[config.mk]
export PLATFORM = sky130hd
export DESIGN_NAME = vga_timing_flat
export DESIGN_NICKNAME = d
export VERILOG_FILES = /design/src/rtl/vga_pkg.sv /design/src/rtl/vga_timing_if.sv /design/src/rtl/snake_tick_div.sv /design/src/rtl/vga_timing.sv /design/src/flat_wrapper.sv
export SDC_FILE = /design/constraint.sdc
export NUM_CORES = 1
export LEC_CHECK = 0
export ABC_AREA = 1
export BUFFER_PORTS_ARGS = -buffer_cell sky130_fd_sc_hd__buf_2
export CAP_MARGIN = 20
export CORE_ASPECT_RATIO = 1.4
export CORE_MARGIN = 3
export CORE_UTILIZATION = 34
export CTS_CLUSTER_SIZE = 8
export DETAILED_ROUTE_END_ITERATION = 12
export GPL_TIMING_DRIVEN = 1
export PLACE_DENSITY = 0.64
export SYNTH_ARGS = -nofsm -noshare
export SYNTH_HDL_FRONTEND = slang
export SYNTH_SLANG_ARGS = --single-unit
[constraint.sdc]
create_clock -name clk -period 1.9 [get_ports clk]
set_clock_uncertainty 0.05 [all_clocks]
set_input_delay 0.095 -clock clk [delete_from_list [all_inputs] [get_ports clk]]
set_output_delay 0.095 -clock clk [all_outputs]
set_load 0.01 [all_outputs]
[src/rtl/vga_pkg.sv]
// VGA timing defaults, grid geometry and shared colour codes for the snake game.
package vga_pkg;

  localparam int unsigned COORD_W = 10;

  localparam int unsigned H_ACTIVE_DEF = 640;
  localparam int unsigned H_FP_DEF     = 16;
  localparam int unsigned H_SYNC_DEF   = 96;
  localparam int unsigned H_BP_DEF     = 48;
  localparam int unsigned H_TOTAL      = H_ACTIVE_DEF + H_FP_DEF + H_SYNC_DEF + H_BP_DEF;

  localparam int unsigned V_ACTIVE_DEF = 480;
  localparam int unsigned V_FP_DEF     = 10;
  localparam int unsigned V_SYNC_DEF   = 2;
  localparam int unsigned V_BP_DEF     = 33;
  localparam int unsigned V_TOTAL      = V_ACTIVE_DEF + V_FP_DEF + V_SYNC_DEF + V_BP_DEF;

  localparam int unsigned TICK_FRAMES_DEF = 6;
  localparam int unsigned TICK_CNT_W      = 8;

  localparam int unsigned GRID_W = 32;
  localparam int unsigned GRID_H = 24;
  localparam int unsigned CELL_W = 20;
  localparam int unsigned CELL_H = 20;

  localparam int unsigned COLOR_W = 3;
  typedef logic [COLOR_W-1:0] color_t;

  localparam color_t COL_BLACK  = 3'b000;
  localparam color_t COL_BLUE   = 3'b001;
  localparam color_t COL_GREEN  = 3'b010;
  localparam color_t COL_CYAN   = 3'b011;
  localparam color_t COL_RED    = 3'b100;
  localparam color_t COL_YELLOW = 3'b110;
  localparam color_t COL_WHITE  = 3'b111;

  // True when lo <= v < hi.
  function automatic logic in_range(input logic [COORD_W-1:0] v,
                                    input int unsigned lo,
                                    input int unsigned hi);
    return (32'(v) >= lo) && (32'(v) < hi);
  endfunction

endpackage

[src/rtl/vga_timing_if.sv]
// Video timing bus from the timing generator to the pixel/snake logic.
interface vga_timing_if;
  import vga_pkg::*;

  logic [COORD_W-1:0] x;
  logic [COORD_W-1:0] y;
  logic               active;
  logic               hsync;
  logic               vsync;
  logic               vblank_start;
  logic               tick;

  modport master (output x, y, active, hsync, vsync, vblank_start, tick);
  modport slave  (input  x, y, active, hsync, vsync, vblank_start, tick);
endinterface

[src/rtl/snake_tick_div.sv]
// Divides vblank pulses down to a game tick; tick is registered alongside
// the vblank_start pulse that wraps the frame counter.
module snake_tick_div
  import vga_pkg::*;
#(
  parameter int unsigned TICK_FRAMES = TICK_FRAMES_DEF
) (
  input  logic clk,
  input  logic reset,
  input  logic i_frame,
  output logic o_tick
);

  logic [TICK_CNT_W-1:0] r_cnt;
  logic                  r_tick;

  // Frame counter 0..TICK_FRAMES-1; tick on the wrapping frame.
  always_ff @(posedge clk) begin
    if (reset) begin
      r_cnt  <= '0;
      r_tick <= 1'b0;
    end else begin
      r_tick <= 1'b0;
      if (i_frame) begin
        if (r_cnt == TICK_CNT_W'(TICK_FRAMES - 1)) begin
          r_cnt  <= '0;
          r_tick <= 1'b1;
        end else begin
          r_cnt <= r_cnt + TICK_CNT_W'(1);
        end
      end
    end
  end

  assign o_tick = r_tick;

endmodule

[src/rtl/vga_timing.sv]
// VGA raster timing generator with optional game-tick divider.
// Define SNAKE_TICK_EN to build the frame-to-tick divider; otherwise tick is 0.
// Every output is registered from the next (h,v), so all of them describe
// the same pixel as x/y in any given cycle.
module vga_timing
  import vga_pkg::*;
#(
  parameter int unsigned H_ACTIVE    = H_ACTIVE_DEF,
  parameter int unsigned H_FP        = H_FP_DEF,
  parameter int unsigned H_SYNC      = H_SYNC_DEF,
  parameter int unsigned H_BP        = H_BP_DEF,
  parameter int unsigned V_ACTIVE    = V_ACTIVE_DEF,
  parameter int unsigned V_FP        = V_FP_DEF,
  parameter int unsigned V_SYNC      = V_SYNC_DEF,
  parameter int unsigned V_BP        = V_BP_DEF,
  parameter int unsigned TICK_FRAMES = TICK_FRAMES_DEF
) (
  input  logic          clk,
  input  logic          reset,
  vga_timing_if.master  vga
);

  localparam int unsigned H_TOT    = H_ACTIVE + H_FP + H_SYNC + H_BP;
  localparam int unsigned V_TOT    = V_ACTIVE + V_FP + V_SYNC + V_BP;
  localparam int unsigned HS_START = H_ACTIVE + H_FP;
  localparam int unsigned HS_END   = HS_START + H_SYNC;
  localparam int unsigned VS_START = V_ACTIVE + V_FP;
  localparam int unsigned VS_END   = VS_START + V_SYNC;

  // Elaboration guard on the tick divider range.
  if (TICK_FRAMES < 1 || TICK_FRAMES > 255) begin : g_bad_tick_frames
    $error("vga_timing: TICK_FRAMES must be in 1..255");
  end

  logic [COORD_W-1:0] r_h;
  logic [COORD_W-1:0] r_v;
  logic               r_active;
  logic               r_hsync;
  logic               r_vsync;
  logic               r_vbs;

  logic               w_h_wrap;
  logic [COORD_W-1:0] w_h_nxt;
  logic [COORD_W-1:0] w_v_nxt;
  logic               w_vbs_nxt;
  logic               w_tick;

  // Next raster position; v advances only when h wraps.
  always_comb begin
    w_h_wrap  = (r_h == COORD_W'(H_TOT - 1));
    w_h_nxt   = r_h + COORD_W'(1);
    w_v_nxt   = r_v;
    if (w_h_wrap) begin
      w_h_nxt = '0;
      if (r_v == COORD_W'(V_TOT - 1)) begin
        w_v_nxt = '0;
      end else begin
        w_v_nxt = r_v + COORD_W'(1);
      end
    end
    w_vbs_nxt = (w_h_nxt == '0) && (w_v_nxt == COORD_W'(V_ACTIVE));
  end

  // Counters and decoded outputs, all registered from the same next position.
  always_ff @(posedge clk) begin
    if (reset) begin
      r_h      <= COORD_W'(H_TOT - 1);
      r_v      <= COORD_W'(V_TOT - 1);
      r_active <= 1'b0;
      r_hsync  <= 1'b1;
      r_vsync  <= 1'b1;
      r_vbs    <= 1'b0;
    end else begin
      r_h      <= w_h_nxt;
      r_v      <= w_v_nxt;
      r_active <= in_range(w_h_nxt, 0, H_ACTIVE) && in_range(w_v_nxt, 0, V_ACTIVE);
      r_hsync  <= !in_range(w_h_nxt, HS_START, HS_END);
      r_vsync  <= !in_range(w_v_nxt, VS_START, VS_END);
      r_vbs    <= w_vbs_nxt;
    end
  end

`ifdef SNAKE_TICK_EN
  snake_tick_div #(
    .TICK_FRAMES (TICK_FRAMES)
  ) u_tick_div (
    .clk     (clk),
    .reset   (reset),
    .i_frame (w_vbs_nxt),
    .o_tick  (w_tick)
  );
`else
  assign w_tick = 1'b0;
`endif

  assign vga.x            = r_h;
  assign vga.y            = r_v;
  assign vga.active       = r_active;
  assign vga.hsync        = r_hsync;
  assign vga.vsync        = r_vsync;
  assign vga.vblank_start = r_vbs;
  assign vga.tick         = w_tick;

endmodule
[src/flat_wrapper.sv]
// flat-port wrapper written by rule: the top's interface ports become plain ports
module vga_timing_flat import vga_pkg::*;
#(
  parameter int unsigned H_ACTIVE    = H_ACTIVE_DEF,
  parameter int unsigned H_FP        = H_FP_DEF,
  parameter int unsigned H_SYNC      = H_SYNC_DEF,
  parameter int unsigned H_BP        = H_BP_DEF,
  parameter int unsigned V_ACTIVE    = V_ACTIVE_DEF,
  parameter int unsigned V_FP        = V_FP_DEF,
  parameter int unsigned V_SYNC      = V_SYNC_DEF,
  parameter int unsigned V_BP        = V_BP_DEF,
  parameter int unsigned TICK_FRAMES = TICK_FRAMES_DEF
)
  (clk, reset, vga_x, vga_y, vga_active, vga_hsync, vga_vsync, vga_vblank_start, vga_tick);
  vga_timing_if vga_i ();
  input  logic clk;
  input  logic reset;
  output wire logic [$bits(vga_i.x)-1:0] vga_x;
  output wire logic [$bits(vga_i.y)-1:0] vga_y;
  output wire logic [$bits(vga_i.active)-1:0] vga_active;
  output wire logic [$bits(vga_i.hsync)-1:0] vga_hsync;
  output wire logic [$bits(vga_i.vsync)-1:0] vga_vsync;
  output wire logic [$bits(vga_i.vblank_start)-1:0] vga_vblank_start;
  output wire logic [$bits(vga_i.tick)-1:0] vga_tick;
  assign vga_x = vga_i.x;
  assign vga_y = vga_i.y;
  assign vga_active = vga_i.active;
  assign vga_hsync = vga_i.hsync;
  assign vga_vsync = vga_i.vsync;
  assign vga_vblank_start = vga_i.vblank_start;
  assign vga_tick = vga_i.tick;
  vga_timing #(.H_ACTIVE(H_ACTIVE), .H_FP(H_FP), .H_SYNC(H_SYNC), .H_BP(H_BP), .V_ACTIVE(V_ACTIVE), .V_FP(V_FP), .V_SYNC(V_SYNC), .V_BP(V_BP), .TICK_FRAMES(TICK_FRAMES)) u_core (.clk(clk), .reset(reset), .vga(vga_i));
endmodule
## Word-level counts from Yosys, hierarchy flattened

Cells that the tools add are included.

- Register bits after elaboration: 24
- Input bits: 2
- Output and inout bits: 25
- Logic and storage cells: 27

- Add/sub/neg operators: 2
- Magnitude comparators: 6
- Equality and inequality tests: 3
- Muxes and demuxes: 3
- Reduce and logical (&&, ||, !) cells: 7

Operators with widths:

| operator | count |
|---|---|
| 10-bit 2-to-1 mux | 3 |
| 10-bit by 1-bit adder with 10-bit output (second input constant) | 2 |
| 10-bit equality test (second input constant) | 2 |
| 10-bit < comparator (second input constant) | 2 |
| 10-bit by 9-bit < comparator with 1-bit output (second input constant) | 2 |
| 10-bit by 9-bit equality test with 1-bit output (second input constant) | 1 |
| 10-bit greater-or-equal comparator (second input constant) | 1 |
| 10-bit by 9-bit greater-or-equal comparator with 1-bit output (second input constant) | 1 |
| 10-bit logical NOT | 1 |
| 1-bit logical AND | 4 |
| 1-bit logical NOT | 2 |

## Longest topological paths before layout

Gate-level depths: netlist of run 1.

- Depth in word-level cells: 6
- Mapped depth: 13
- Mapped depth without buffers: 13

## Least setup slack after synthesis of run 1

No wires, ideal clock.

- Path kind: flip-flop to flip-flop
- Start: register u_core.r_h[0], in the netlist u_core.vga.x[0]
- End: register u_core.r_vsync, in the netlist u_core.vga.vsync
- Setup time: 0.123 ns
- Arrival time: 1.588 ns
- Required time: 1.727 ns
- Path slack: 0.139 ns
- Stages on the path, launching flop included: 11
- Buffers on the path: 0
- Clock period less this slack: 1.761 ns
- Path through: dfxtp_1 > ha_1 > nand2_4 > nor2_4 > inv_2 > nor2_4 > nand2_1 > o21ai_2 > nand4_1 > nor2_1 > nand3_1

- Longest elaborated chain between the ends: 5

Ends and longest elaborated chain:

| what | RTL line | text |
|---|---|---|
| start: declaration | vga_timing.sv:35 | `logic [COORD_W-1:0] r_h;` |
| start signal: assignment | vga_timing.sv:67 | `r_h <= COORD_W'(H_TOT - 1);` |
| start signal: assignment | vga_timing.sv:74 | `r_h <= w_h_nxt;` |
| 10-bit equality test (*) | vga_timing.sv:50 | `w_h_wrap = (r_h == COORD_W'(H_TOT - 1));` |
| 10-bit 2-to-1 mux (*) | vga_timing.sv:53 | `if (w_h_wrap) begin` |
| 10-bit by 9-bit greater-or-equal comparator with 1-bit output or 10-bit by 9-bit < comparator with 1-bit output (tied branches) | vga_pkg.sv:41 | `return (32'(v) >= lo) && (32'(v) < hi);` |
| 1-bit logical AND (*) | vga_pkg.sv:41 |  |
| 1-bit logical NOT (*) | vga_timing.sv:78 | `r_vsync <= !in_range(w_v_nxt, VS_START, VS_END);` |
| end signal: assignment | vga_timing.sv:78 |  |
| end: declaration | vga_timing.sv:39 | `logic r_vsync;` |

Every way passes the cells marked *; elsewhere a longest branch is shown, timed or not.
A chain may end at the register's enable or synchronous reset.

## Final worst setup path of run 1

- Start: register u_core.r_h[9], in the netlist u_core.vga.x[9]
- End: register u_core.r_vsync, in the netlist u_core.vga.vsync

The elaborated chain is that of the path after synthesis.

==> results of run 1 <==
-- kinds of logic (layout without fill, tap and decap cells) --
logic type,Yosys count,after routing
fa+ha+maj,3,3
simple gates,170,170
buf+inv,44,77
flops,24,24
other cells,1,1
xor+xnor,3,3
compound gates,9,9
-- cells in the mapped netlist --
cell type,count,area share [%]
sky130_fd_sc_hd__nand3_1,20,6.4
sky130_fd_sc_hd__clkbuf_1,1,0.24
sky130_fd_sc_hd__o211ai_1,1,0.48
sky130_fd_sc_hd__nand3_4,1,1.1
sky130_fd_sc_hd__o21ai_2,1,0.56
sky130_fd_sc_hd__nor2_8,1,1.3
sky130_fd_sc_hd__conb_1,1,0.24
sky130_fd_sc_hd__nand2_4,2,1.4
sky130_fd_sc_hd__nor2_1,42,10
sky130_fd_sc_hd__inv_1,38,9.2
sky130_fd_sc_hd__nand4_1,11,4.4
sky130_fd_sc_hd__dfxtp_1,24,31
sky130_fd_sc_hd__buf_4,1,0.48
sky130_fd_sc_hd__ha_1,3,2.4
sky130_fd_sc_hd__nor2_2,2,0.80
sky130_fd_sc_hd__nor3_1,2,0.64
sky130_fd_sc_hd__clkinv_1,2,0.48
sky130_fd_sc_hd__nand2_1,81,20
sky130_fd_sc_hd__nor2_4,5,3.6
sky130_fd_sc_hd__buf_2,1,0.32
sky130_fd_sc_hd__inv_2,1,0.24
sky130_fd_sc_hd__or2_2,2,0.80
sky130_fd_sc_hd__nand2_2,1,0.40
sky130_fd_sc_hd__xor2_1,3,1.7
sky130_fd_sc_hd__o21ai_0,7,2.2
-- cell usage in the layout (no fill, tap or decap), types with 2 or more instances in the layout --
cell                       count
sky130_fd_sc_hd__nor2_1       39
sky130_fd_sc_hd__nand2_4       2
sky130_fd_sc_hd__clkbuf_8      4
sky130_fd_sc_hd__nor2_2        5
sky130_fd_sc_hd__buf_2        25
sky130_fd_sc_hd__xor2_1        3
sky130_fd_sc_hd__nor2_4        5
sky130_fd_sc_hd__nand2_1      80
sky130_fd_sc_hd__nand2_2       2
sky130_fd_sc_hd__dfxtp_2       5
sky130_fd_sc_hd__nor3_1        2
sky130_fd_sc_hd__inv_1        38
sky130_fd_sc_hd__dfxtp_1      19
sky130_fd_sc_hd__nand4_1      11
sky130_fd_sc_hd__o21ai_0       7
sky130_fd_sc_hd__buf_4         7
sky130_fd_sc_hd__nand3_1      20
sky130_fd_sc_hd__or2_2         2
sky130_fd_sc_hd__clkinv_1      2
-- registers in the layout, summed over array words and instances, names as in the netlist --
register and cells:
u_core.vga.active 1, u_core.vga.hsync 1, u_core.vga.vsync 1, u_core.vga.x 10, u_core.vga.vblank_start 1, u_core.vga.y 10
-- area by class of cell --
cell class | instances | area (um^2) | share of cell area [%]
clock buffer | 4 | 55.1 | 2.93
inverter | 41 | 154 | 8.18
multi-input combinational | 186 | 932 | 49.6
sequential | 24 | 487 | 25.9
tap | 60 | 75.1 | 3.99
timing repair buffer | 32 | 178 | 9.45
-- report_power, final --
part           switching, mW  total [mW]  internal (mW)
clock network          0.154       0.339          0.185
registers              0.242       0.920          0.678
logic                   1.31        2.04          0.725
total                   1.71        3.30           1.59
-- final timing paths --
check,from,end,slack (ns),cells past startpoint
worst max-delay path,u_core.vga.x[9]$_SDFF_PP1_,u_core.vga.vsync$_SDFF_PP1_,0.16,9
worst min register to register,u_core.vga.x[2]$_SDFF_PP1_,u_core.vga.x[2]$_SDFF_PP1_,0.52,2
worst max register to register,u_core.vga.x[9]$_SDFF_PP1_,u_core.vga.vsync$_SDFF_PP1_,0.16,9
worst min-delay path,reset,u_core.vga.y[5]$_SDFF_PP0_,0.14,2
-- critical path, stage by stage (launching register included) --
cell and delay, ns:
sky130_fd_sc_hd__dfxtp_1 0.47, sky130_fd_sc_hd__inv_1 0.06, sky130_fd_sc_hd__nor2_1 0.13, sky130_fd_sc_hd__nand3_1 0.13, sky130_fd_sc_hd__nor2_4 0.16, sky130_fd_sc_hd__nand2_1 0.10, sky130_fd_sc_hd__o21ai_2 0.20, sky130_fd_sc_hd__nand4_1 0.13
sky130_fd_sc_hd__nor2_1 0.12, sky130_fd_sc_hd__nand3_1 0.07
-- repair_timing --
action / in CTS / in global routing
hold buffers: 0 / 0
buffers inserted: 3 / 1
setup endpoints to repair: 1 / 3
pin swaps: 1 / 7
resized for setup: 0 / 12
-- per-stage QoR --
step,setup TNS [ns],cell area (um^2),power (mW),cells,util [%]
4_1_cts,0,1840,3.23,346,42.7
3_5_place_dp,-0.0552,1760,2.84,339,40.9
2_1_floorplan,0,1560,2.29,254,-
5_1_grt,-0.00655,1880,3.64,347,43.6
6_report,0,1880,3.30,347,43.6
3_3_place_gp,-0.0169,1760,2.83,339,40.9
-- layer usage --
metal,track usage (%),routed length [um]
met1,16.3,1680
met3,2.10,112
met4,6.68,78
met2,29.9,2070
met5,0,0
==> flow_summary.json, run 1 <==
{
  "run_status": "finished clean",
  "dominant_combinational_cell_family_by_area_after_synthesis": "simple AND/OR/NAND/NOR gates",
  "synth_xor_area_share_pct": 1.69,
  "vdd_drop_max_uv": 807,
  "clock_tree.buffer_depth": 2,
  "worst_hold_slack_ns": 0.135,
  "gp_congestion": 0.861,
  "timing.critical_path.to_type": "register",
  "final_nets": 293,
  "report.final.slew_viol_count": 0,
  "area_delta_synth_final_pct": 20.7,
  "cap_viol_max_count": 0,
  "netlist_area_um2": 1560,
  "clock-sinks": 24,
  "vias_per_inst": 4.69,
  "n_fill_cell": 474,
  "period_needed_ns": 1.74,
  "tritoncts.num_buffers": 3,
  "rows": 28,
  "clkLatencyLatePin_ns": 0.26,
  "synth.lib_cells_used.distinct": 25,
  "first_global_vias": 1599,
  "coreArea_um2": 4310,
  "initial_utilization_pct": 36.1,
  "crit_path_max_fanout": 5,
  "num_vias": 1629,
  "drc": 0,
  "dp_slack_ns": -0.0552,
  "tritoncts": "built",
  "crit_arrival_ns": 1.84,
  "netlist_instances": 254,
  "detail_route.iter0.violations": 87,
  "global_route_wire_length_before_repair_mm": 6.76,
  "routed_wire_length_per_instance_um": 11.3,
  "synth-compound-area-share_pct": 3.29,
  "critPathKind": "reg -> reg",
  "pin_count": 27,
  "mux_contribution_to_synthesized_area_pct": 0,
  "ctsRootBufferMaster": "sky130_fd_sc_hd__clkbuf_8",
  "die-area_um2": 5440,
  "timing.fmax_mhz": 574,
  "setup_viol": 0,
  "global_route.usage.total_pct": 15.4,
  "yosysWarningCount": 0,
  "drive_above_1_share_pct": 22.0,
  "worst_ep_required_time_ns": 2.00,
  "worst_slack_setup_final_ns": 0.159,
  "dieWidth_um": 63.2,
  "fp.dieH_um": 86.1,
  "min_path_type": "in -> reg",
  "grt_overflow": 0,
  "synthesis.nets": 259,
  "synth-seq-cells": 24,
  "syn-mean-instance-area_um2": 6.13,
  "antenna_found_initial": 0,
  "half_perimeter_wire_length_after_placement_mm": 3.16,
  "finalWirelength_mm": 3.94,
  "area_fraction_in_and_or_nand_and_nor_cells_after_synthesis_pct": 50.6,
  "synth-seq-area-share_pct": 30.8,
  "power.density_nw_per_um2": 1750,
  "grt_start_max_net_pins": 14,
  "crit_path_launch_type": "register",
  "antenna_violating_nets_left": 0,
  "drt_first_pass_iters": 4,
  "finalCritPeriodShare_pct": 91.6,
  "clkTransAtPathRegs_ns": 0.08,
  "p_leak_nw": 0.959,
  "cts.htree.levels": 1,
  "synth_adder_area_share_pct": 2.41,
  "report.final.hold_viol_count": 0,
  "antennaDiodeCount": 0,
  "port_buffers": 25
}
No activity file was read; power rests on OpenSTA's default activity.
==> run 2: changes to the inputs <==
Settings changed: CORE_MARGIN 3 to unset, SYNTH_HIERARCHICAL set to 1.
==> run 2 against run 1 <==
  * The run now ends with DRC left
  * Routed wire length shrank 4.7%
  * Synthesized area fell by 5.1%
  * Highest routed layer unchanged
  * Register-to-register slack lost 0.05 ns
  * Largest power group unchanged
  * Combinational power fell by 7%
  * Synthesized cell count down 7.5%
==> flow_summary.json, run 2 <==
{
  "synth.lib_cells_used.distinct": 28,
  "final_common_cell": "sky130_fd_sc_hd__nand2_1",
  "number_of_enable_flip_flop_cells_after_synthesis": 0,
  "yosysWarningCount": 6,
  "drive_above_1_share_pct": 20.3,
  "drc": 3,
  "coreArea_um2": 4200,
  "post-route-cell-area_um2": 1800,
  "final_util_pct": 42.8,
  "hold-path-cell-count": 2,
  "ff2ff_setup_slack_ns": 0.11,
  "clkTransAtPathRegs_ns": 0.09,
  "clkLatencyLatePin_ns": 0.27,
  "routed_wire_length_per_instance_um": 11.9,
  "min_path_type": "in -> reg",
  "vias_per_inst": 4.79,
  "top_post_synthesis_cells_by_count": "sky130_fd_sc_hd__nand2_1 (81), sky130_fd_sc_hd__nor2_1 (34), sky130_fd_sc_hd__inv_1 (32)",
  "commonest_cells_after_routing_fill_and_taps_aside": "sky130_fd_sc_hd__nand2_1 (81), sky130_fd_sc_hd__inv_1 (32), sky130_fd_sc_hd__nor2_1 (32), sky130_fd_sc_hd__buf_2 (25), sky130_fd_sc_hd__dfxtp_1 (23)",
  "grt_overflow": 0,
  "dominantRegCellSynth": "sky130_fd_sc_hd__dfxtp_1",
  "pin_count": 27,
  "crit_path_max_fanout": 5,
  "syn-mean-instance-area_um2": 6.29,
  "report.final.hold_viol_count": 0,
  "worst_slack_setup_final_ns": 0.109,
  "worst_hold_slack_ns": 0.119,
  "p_leak_nw": 0.950,
  "tritoncts.num_buffers": 3,
  "rows": 28,
  "vdd_drop_max_uv": 660,
  "first_global_vias": 1382,
  "cts.htree.levels": 1,
  "report.final.slew_viol_count": 0,
  "fin_tns_setup_ns": 0,
  "power.density_nw_per_um2": 1770,
  "yosys.area.top_type_share_pct": 32.5,
  "hold_start": "reset",
  "finalWirelength_mm": 3.75,
  "min_to": "u_core/vga.x[7]$_SDFF_PP0_",
  "die-area_um2": 4620,
  "drt_first_pass_iters": 8,
  "run_status": "complete, but fails checks",
  "grt_start_max_net_pins": 15,
  "rr_startpoint": "u_core/vga.x[0]$_SDFF_PP1_",
  "detail_route.iter0.violations": 78,
  "synth-seq-area-share_pct": 32.5,
  "global_route.usage.total_pct": 16.8,
  "dominant_cell_by_count_in_the_synthesized_netlist": "sky130_fd_sc_hd__nand2_1",
  "violations": "DRC",
  "crit_path_launch_type": "register",
  "timing.critical_path.to_type": "register",
  "area_delta_synth_final_pct": 21.8,
  "ys_async_sr_fraction_pct": 0,
  "synth_top_cells_by_area": "sky130_fd_sc_hd__dfxtp_1 (33%), sky130_fd_sc_hd__nand2_1 (21%), sky130_fd_sc_hd__nor2_1 (8.6%)",
  "tritoncts": "built",
  "critPathKind": "reg -> reg",
  "final_total_power_mw": 3.19,
  "final_nets": 277,
  "final_cells": 316,
  "port_buffers": 25,
  "crit_arrival_ns": 1.89,
  "period_needed_ns": 1.79,
  "cap_viol_max_count": 0,
  "rr_endpoint": "u_core/vga.vsync$_SDFF_PP1_",
  "dp_slack_ns": 0.0630,
  "reg2regPathDepth": 10,
  "fp.dieH_um": 80,
  "global_route_wire_length_before_repair_mm": 5.98,
  "synthesis.nets": 240,
  "dieWidth_um": 57.7,
  "half_perimeter_wire_length_after_placement_mm": 2.86,
  "initial_utilization_pct": 35.1,
  "finalCritPeriodShare_pct": 94.3,
  "timing.fmax_mhz": 558,
  "num_vias": 1513,
  "placed_inst_area_um2": 1680,
  "worst_ep_required_time_ns": 2.00,
  "antennaDiodeCount": 0,
  "n_fill_cell": 444,
  "synth-seq-cells": 24,
  "setup_viol": 0,
  "antenna_violating_nets_left": 0,
  "cell_type_with_the_highest_aggregate_area_in_the_netlist": "sky130_fd_sc_hd__dfxtp_1",
  "clock_tree.buffer_depth": 2,
  "netlist_area_um2": 1480,
  "place.detailed.instances": 307,
  "ctsRootBufferMaster": "sky130_fd_sc_hd__clkbuf_8",
  "gp_congestion": 0.842,
  "clock-sinks": 24,
  "netlist_instances": 235,
  "antenna_found_initial": 0,
  "cts_hold_buffers": 0
}
## run 2: cell types whose count changed in the layout (fill, tap and decap cells not counted), moves of 2 or more
cell	change
sky130_fd_sc_hd__o21bai_1	+4
sky130_fd_sc_hd__a21oi_1	+3
sky130_fd_sc_hd__dfxtp_2	-4
sky130_fd_sc_hd__inv_1	-6
sky130_fd_sc_hd__nand4_1	-6
sky130_fd_sc_hd__o21ai_0	-4
sky130_fd_sc_hd__nor2_1	-7
sky130_fd_sc_hd__nor2_2	+2
sky130_fd_sc_hd__nand2_2	-2
sky130_fd_sc_hd__nor2_4	-4
sky130_fd_sc_hd__dfxtp_1	+4
## run 2: layout make-up
cell class                 count  area (um^2)  share of cell area [%]
sequential                    24          482                    26.8
timing repair buffer          33          185                    10.3
clock inverter                 1         30.0                    1.67
tap                           45         56.3                    3.13
multi-input combinational    176          875                    48.6
clock buffer                   3         41.3                    2.29
inverter                      34          130                    7.23
## run 2: worst max-delay path by stage
stage / slack (ns) / from / to
after detailed placement: 0.06 / u_core/vga.x[1]$_SDFF_PP1_ / u_core/vga.vsync$_SDFF_PP1_
after CTS: 0.05 / u_core/vga.x[1]$_SDFF_PP1_ / u_core/vga.vsync$_SDFF_PP1_
after global routing: -0.01 / u_core/vga.x[1]$_SDFF_PP1_ / u_core/vga.vsync$_SDFF_PP1_
after global placement: 0.12 / u_core/vga.x[1]$_SDFF_PP1_ / u_core/vga.vsync$_SDFF_PP1_
after floorplan: 0.17 / u_core/vga.x[0]$_SDFF_PP1_ / u_core/vga.vsync$_SDFF_PP1_
final: 0.11 / u_core/vga.x[0]$_SDFF_PP1_ / u_core/vga.vsync$_SDFF_PP1_
## run 2: logic make-up (layout without fill, tap and decap cells)
kind of cell | count (synthesis) | after routing | synth area share (%)
xor gates and xnor gates | 3 | 3 | 2.29
adders and majority gates | 3 | 3 | 2.54
DFF | 24 | 24 | 32.5
other | 1 | 1 | 0.254
and+or+nand+nor | 156 | 157 | 48.1
buffers and inverters | 36 | 71 | 9.48
AOI/OAI and AO/OA | 12 | 12 | 4.83
## run 2: power by group
| group | switching [mW] | internal (mW) |
|---|---|---|
| clock | 0.167 | 0.282 |
| combinational | 1.22 | 0.679 |
| sequential | 0.179 | 0.660 |
## run 2: repair_timing
item / in CTS / in global routing
setup endpoints to repair: 0 / 3
resized for setup: 0 / 6
setup buffers: 0 / 4
## run 2: routing by layer
| metal | vias up | share of wire (%) | global-route usage (%) |
|---|---|---|---|
| li1 | 798 | - | - |
| met1 | 676 | 43 | 19.2 |
| met2 | 29 | 51 | 30.6 |
| met3 | 10 | 3.0 | 2.27 |
| met4 | 0 | 2.5 | 7.14 |
| met5 | - | 0 | 0 |
## run 2: critical path: stages, from the launching register on
cell and delay [ns]:
sky130_fd_sc_hd__dfxtp_1 0.35, sky130_fd_sc_hd__ha_2 0.21, sky130_fd_sc_hd__nand2_4 0.09, sky130_fd_sc_hd__nor2_8 0.17
sky130_fd_sc_hd__nand4_4 0.15, sky130_fd_sc_hd__buf_4 0.20, sky130_fd_sc_hd__nand2_1 0.05, sky130_fd_sc_hd__nand2_1 0.08
sky130_fd_sc_hd__nor2_2 0.12, sky130_fd_sc_hd__and2_1 0.14, sky130_fd_sc_hd__nand3_1 0.07
